$ cat src/rtl/shot_alarm_if.sv
// shot_alarm_if: groups the shot-clock inputs and the alarm/display outputs of shot_alarm
interface shot_alarm_if;
    logic [3:0] count;
    logic       buzz;
    logic       clear;
    logic       buzzer;
    logic [6:0] seg;
    logic       warn;
    logic       alarm_active;
    logic [7:0] viol_cnt;

    modport master (output count, buzz, clear,
                    input  buzzer, seg, warn, alarm_active, viol_cnt);
    modport slave  (input  count, buzz, clear,
                    output buzzer, seg, warn, alarm_active, viol_cnt);
endinterface

$ cat src/rtl/shot_alarm.sv
// shot_alarm: shot-clock warning beeps, violation alarm, count display and violation counter
module shot_alarm #(
    parameter int ALARM_CYC   = 8,
    parameter int BEEP_HALF   = 2,
    parameter int WARN_THRESH = 3
) (
    input logic        clk,
    input logic        rst,
    shot_alarm_if.slave bus
);
    localparam int LW = ALARM_CYC > 1 ? $clog2(ALARM_CYC) : 1;
    localparam int TW = BEEP_HALF > 1 ? $clog2(BEEP_HALF) : 1;

    typedef enum logic [1:0] {IDLE, WARN, ALARM, HOLD} state_t;

    state_t        state;
    logic          buzz_q;
    logic [3:0]    count_q;
    logic [LW-1:0] len;
    logic [TW-1:0] tone;
    logic          hit;
    logic          in_range;

    assign hit      = bus.buzz & ~buzz_q;
    assign in_range = bus.count >= 4'd1 && bus.count <= 4'(WARN_THRESH);

    function automatic logic [6:0] digit(input logic [3:0] v);
        case (v)
            4'd0:    digit = 7'h3F;
            4'd1:    digit = 7'h06;
            4'd2:    digit = 7'h5B;
            4'd3:    digit = 7'h4F;
            4'd4:    digit = 7'h66;
            4'd5:    digit = 7'h6D;
            4'd6:    digit = 7'h7D;
            4'd7:    digit = 7'h07;
            4'd8:    digit = 7'h7F;
            4'd9:    digit = 7'h6F;
            default: digit = 7'h40;
        endcase
    endfunction

    // Alarm FSM: a buzz edge always wins and (re)starts ALARM; tone doubles as the WARN beep timer
    always_ff @(posedge clk or posedge rst) begin
        if (rst) begin
            state            <= IDLE;
            bus.buzzer       <= 1'b0;
            bus.alarm_active <= 1'b0;
            len              <= '0;
            tone             <= '0;
        end else if (hit) begin
            state            <= ALARM;
            bus.buzzer       <= 1'b1;
            bus.alarm_active <= 1'b1;
            len              <= '0;
            tone             <= '0;
        end else begin
            case (state)
                IDLE: if (bus.count != count_q && in_range) begin
                    state      <= WARN;
                    bus.buzzer <= 1'b1;
                    tone       <= '0;
                end
                WARN: if (tone == TW'(BEEP_HALF - 1)) begin
                    state      <= IDLE;
                    bus.buzzer <= 1'b0;
                end else begin
                    tone <= tone + 1'b1;
                end
                ALARM: if (bus.clear) begin
                    state            <= IDLE;
                    bus.buzzer       <= 1'b0;
                    bus.alarm_active <= 1'b0;
                end else if (len == LW'(ALARM_CYC - 1)) begin
                    state      <= HOLD;
                    bus.buzzer <= 1'b0;
                end else begin
                    len <= len + 1'b1;
                    if (tone == TW'(BEEP_HALF - 1)) begin
                        tone       <= '0;
                        bus.buzzer <= ~bus.buzzer;
                    end else begin
                        tone <= tone + 1'b1;
                    end
                end
                HOLD: if (bus.clear) begin
                    state            <= IDLE;
                    bus.alarm_active <= 1'b0;
                end
                default: state <= IDLE;
            endcase
        end
    end

    // Input history, display, warning level and saturating violation counter
    always_ff @(posedge clk or posedge rst) begin
        if (rst) begin
            buzz_q       <= 1'b0;
            count_q      <= 4'd0;
            bus.seg      <= 7'h3F;
            bus.warn     <= 1'b0;
            bus.viol_cnt <= 8'd0;
        end else begin
            buzz_q   <= bus.buzz;
            count_q  <= bus.count;
            bus.seg  <= digit(bus.count);
            bus.warn <= in_range;
            if (hit && bus.viol_cnt != 8'hFF) bus.viol_cnt <= bus.viol_cnt + 8'd1;
        end
    end
endmodule

$ cat src/flat_wrapper.sv
// flat-port wrapper written by rule: the top's interface ports become plain ports
module shot_alarm_flat 
#(
    parameter int ALARM_CYC   = 8,
    parameter int BEEP_HALF   = 2,
    parameter int WARN_THRESH = 3
)
  (clk, rst, bus_count, bus_buzz, bus_clear, bus_buzzer, bus_seg, bus_warn, bus_alarm_active, bus_viol_cnt);
  shot_alarm_if bus_i ();
  input logic clk;
  input logic rst;
  input wire logic [$bits(bus_i.count)-1:0] bus_count;
  input wire logic [$bits(bus_i.buzz)-1:0] bus_buzz;
  input wire logic [$bits(bus_i.clear)-1:0] bus_clear;
  output wire logic [$bits(bus_i.buzzer)-1:0] bus_buzzer;
  output wire logic [$bits(bus_i.seg)-1:0] bus_seg;
  output wire logic [$bits(bus_i.warn)-1:0] bus_warn;
  output wire logic [$bits(bus_i.alarm_active)-1:0] bus_alarm_active;
  output wire logic [$bits(bus_i.viol_cnt)-1:0] bus_viol_cnt;
  assign bus_i.count = bus_count;
  assign bus_i.buzz = bus_buzz;
  assign bus_i.clear = bus_clear;
  assign bus_buzzer = bus_i.buzzer;
  assign bus_seg = bus_i.seg;
  assign bus_warn = bus_i.warn;
  assign bus_alarm_active = bus_i.alarm_active;
  assign bus_viol_cnt = bus_i.viol_cnt;
  shot_alarm #(.ALARM_CYC(ALARM_CYC), .BEEP_HALF(BEEP_HALF), .WARN_THRESH(WARN_THRESH)) u_core (.clk(clk), .rst(rst), .bus(bus_i));
endmodule
$ cat config.mk
export PLATFORM = sky130hd
export DESIGN_NAME = shot_alarm_flat
export DESIGN_NICKNAME = d
export VERILOG_FILES = /design/src/rtl/shot_alarm_if.sv /design/src/rtl/shot_alarm.sv /design/src/flat_wrapper.sv
export SDC_FILE = /design/constraint.sdc
export NUM_CORES = 1
export LEC_CHECK = 0
export CAP_MARGIN = 5
export CORE_ASPECT_RATIO = 0.75
export CORE_MARGIN = 2
export CORE_UTILIZATION = 51
export CTS_BUF_LIST = sky130_fd_sc_hd__clkbuf_16
export CTS_CLUSTER_DIAMETER = 50
export DETAILED_ROUTE_END_ITERATION = 7
export GPL_ROUTABILITY_DRIVEN = 0
export PLACE_DENSITY = 0.75
export SLEW_MARGIN = 40
export SYNTH_ARGS = -nofsm -noshare
export SYNTH_HDL_FRONTEND = slang
export SYNTH_SLANG_ARGS = --single-unit
export TNS_END_PERCENT = 10
$ cat constraint.sdc
create_clock -name clk -period 2.1 [get_ports clk]
set_input_delay 0.525 -clock clk [delete_from_list [all_inputs] [get_ports clk]]
set_output_delay 0.525 -clock clk [all_outputs]
set_load 0.005 [all_outputs]
==> results.sh <==
export IMPL_grt_usage_pct=18.9
export IMPL_slew_headroom_pct=73.5
export IMPL_area_growth_pct=35.6
export IMPL_switchingPower_uw=695
export IMPL_yosys_warnings=0
export IMPL_wl_per_cell_um=12.9
export IMPL_p_int_mw=1.73
export IMPL_routed_via_density=5.04
export IMPL_yosysMostFrequentCell="dfrtp_1"
export IMPL_criticalPathCategory="register to output port"
export IMPL_critPathTopFamily="flip-flops"
export IMPL_critPathSlowestCell="dfstp_2"
export IMPL_vias=1059
export IMPL_cts_buffers=5
export IMPL_root_buffer="clkbuf_16"
export IMPL_dieArea_um2=3400
export IMPL_die_h_um=51.0
export IMPL_hold_path_class="register to register"
export IMPL_hold_violations=0
export IMPL_ys_flop_type="dfrtp_1"
export IMPL_rows=17
export IMPL_path_max_fanout=1
export IMPL_dp_hpwl_um=2110
export IMPL_initial_core_util_pct=52.4
export IMPL_routed_wirelength_um=2720
export IMPL_tightest_slew_ns=0.397
export IMPL_core_um2=2870
export IMPL_min_period_over_period_pct=85.4
export IMPL_skew_ns=0.00448
export IMPL_drt_iter0_markers=60
export IMPL_clockBufferDepth=2
export IMPL_cp_num_buf_inv=1
export IMPL_clock_latency_ns=0.27
export IMPL_rsz0062_at_grt="no"
export IMPL_hold_buffers=0
export IMPL_antenna_found_initial=0
export IMPL_firstDrtPassIters=4
export IMPL_grt_pass1_vias=1015
export IMPL_ant_nets=0
export IMPL_crit_arrival_ns=1.27
export IMPL_synth_cell_type_count=34
export IMPL_fin_hold_ws_ns=0.480
export IMPL_io_buffers=25
export IMPL_power_frac_seq_pct=33.6
export IMPL_clk_pin_slew_ns=0.05
export IMPL_power_frac_comb_pct=34.4
export IMPL_syn_area_um2=1500
export IMPL_grt_pass1_wl_um=4620
export IMPL_synthTopCellsByArea="dfrtp_1 (38%), ha_1 (12%), dfstp_2 (10%)"
export IMPL_drive_above_1_share_pct=18.0
export IMPL_drv_cap=0
export IMPL_overflow=0
export IMPL_insertedDiodeCount=0
export IMPL_irDropWorstVdd_uv=848
export IMPL_fmax_ghz=0.558
export IMPL_end_kind="output port"
export IMPL_period_minus_slack_ns=1.79
export IMPL_final_core_util_pct=71.0
export IMPL_p_per_area_nw_per_um2=1190
export IMPL_fin_cells=210
export IMPL_synth_largest_area_cell="dfrtp_1"
export IMPL_required_ns=1.57
export IMPL_cp_slowest_stage_delay_ns=0.51
export IMPL_route_detailed_drc=0
export IMPL_fin_area_um2=2040
export IMPL_p_leak_nw=0.943
export IMPL_dp_cells=201
export IMPL_setup_viol=0
export IMPL_cts_tree="built"
export IMPL_synth_avg_cell_area_um2=11.6
export IMPL_synth_top_area_share_pct=38.3
export IMPL_place_area_um2=1860
export IMPL_ioPinCount=26
export IMPL_grt_max_degree=30
export IMPL_ys_seq_area_share_pct=48.8
export IMPL_synthArstFlopShare_pct=100
export IMPL_synth_fp_nets=152
export IMPL_outcome="completed"
export IMPL_cts_sinks=29
export IMPL_switching_share_pct=28.7
export IMPL_pwr_share_clk_pct=31.9
export IMPL_die_width_um=66.7
export IMPL_htreeDepth=2
export IMPL_start_kind="register"
export IMPL_worstPathCellList="clkdlybuf4s50_1"
export IMPL_synth_edff_count=0
export IMPL_nNetsFinal=193
export IMPL_ys_ff_latch=29
export IMPL_synthTopCellsByCount="dfrtp_1 (23), ha_1 (14), nor2_1 (10)"
export IMPL_finalMaxSlewViolations=0
export IMPL_synthCells=130
## power groups by stage
stage / sequential [mW] / clock [mW] / combinational [mW]
detailed placement: 0.820 / 0 / 0.825
global route: 0.835 / 0.825 / 0.923
CTS: 0.814 / 0.790 / 0.826
floorplan: 0.809 / 0 / 0.506
global placement: 0.815 / 0 / 0.782
finish: 0.815 / 0.774 / 0.834
## routing by layer
layer | GRT usage [%] | routed length, um | vias up
met1 | 24.8 | 1320 | 497
met4 | 7.14 | 31 | 0
li1 | - | - | 529
met5 | 0 | 0 | -
met2 | 28.5 | 1220 | 29
met3 | 7.27 | 144 | 4
## area by class of cell
type | count | area (um^2)
Timing Repair Buffer | 35 | 330
Multi-Input combinational cell | 91 | 732
Fill cell | 206 | 832
Tap cell | 38 | 47.5
Clock buffer | 5 | 125
Clock inverter | 3 | 37.5
Sequential cell | 29 | 733
Inverter | 9 | 33.8
## cell usage in the layout (no fill, tap or decap), types with 4 or more instances in the layout
master           Yosys  final
buf_4                0     10
clkbuf_16            0      5
clkdlybuf4s50_1      0     23
dfrtp_1             23     23
dfstp_2              6      6
ha_1                14     14
inv_1                9      9
mux2i_1              5      5
nand2_1              7      7
nand2b_1             4      4
nand4_1              4      4
nor2_1              10     10
nor2b_1              4      4
o21ai_0              9      9
xnor2_1              9      9
## flip-flops by register name (all words and copies together), names as in the netlist
| name | cells |
|---|---|
| u_core.bus.warn | 1 |
| u_core.bus.buzzer | 1 |
| u_core.bus.seg | 7 |
| u_core.bus.alarm_active | 1 |
| u_core.state | 2 |
| u_core.buzz_q | 1 |
| u_core.bus.viol_cnt | 8 |
| u_core.count_q | 4 |
| u_core.len | 3 |
| u_core.tone | 1 |
## metrics by stage
stage	worst slack (ns)	total power, mW	TNS (ns)
after floorplan	0.344	1.31	0
after global placement	-0.194	1.60	-0.416
after detailed placement	-0.245	1.64	-0.602
after CTS	0.0478	2.43	0
after global routing	0.269	2.58	0
final	0.307	2.42	0
## worst reg2reg max path: stages, from the launching register on
cell and delay (ns):
dfrtp_1 0.41, inv_1 0.12, ha_1 0.29, nor3b_4 0.26
nor2_2 0.05, o211ai_2 0.16, mux2_4 0.31
## path summary, 6_finish.rpt
kind / from / to / slack [ns] / cells past startpoint
worst max-delay path: u_core.bus.seg[5] / bus_seg[5] / 0.31 / 1
worst min-delay path: u_core.bus.alarm_active / u_core.bus.alarm_active / 0.48 / 2
worst max register to register: u_core.state[0] / u_core.bus.buzzer / 0.38 / 6
worst min register to register: u_core.bus.alarm_active / u_core.bus.alarm_active / 0.48 / 2
max in group asynchronous: rst / u_core.bus.seg[1] / 1.17 / 3
min in group asynchronous: rst / u_core.bus.warn / 0.63 / 3
## cells by family after synthesis
logic type                 after synthesis  share of synthesized area (%)
DFF                                     29                           48.8
and+or+nand+nor                         39                           14.1
muxes                                    7                           5.07
AOI/OAI and AO/OA                       21                           12.0
xor gates and xnor gates                10                           5.82
adders and majority gates               14                           11.6
buffers and inverters                   10                           2.58
## repair_timing
action,in CTS,in global routing
resized for setup,0,3
buffers inserted,0,1
setup endpoints to repair,0,1
Power figures use the tool's default switching activity.
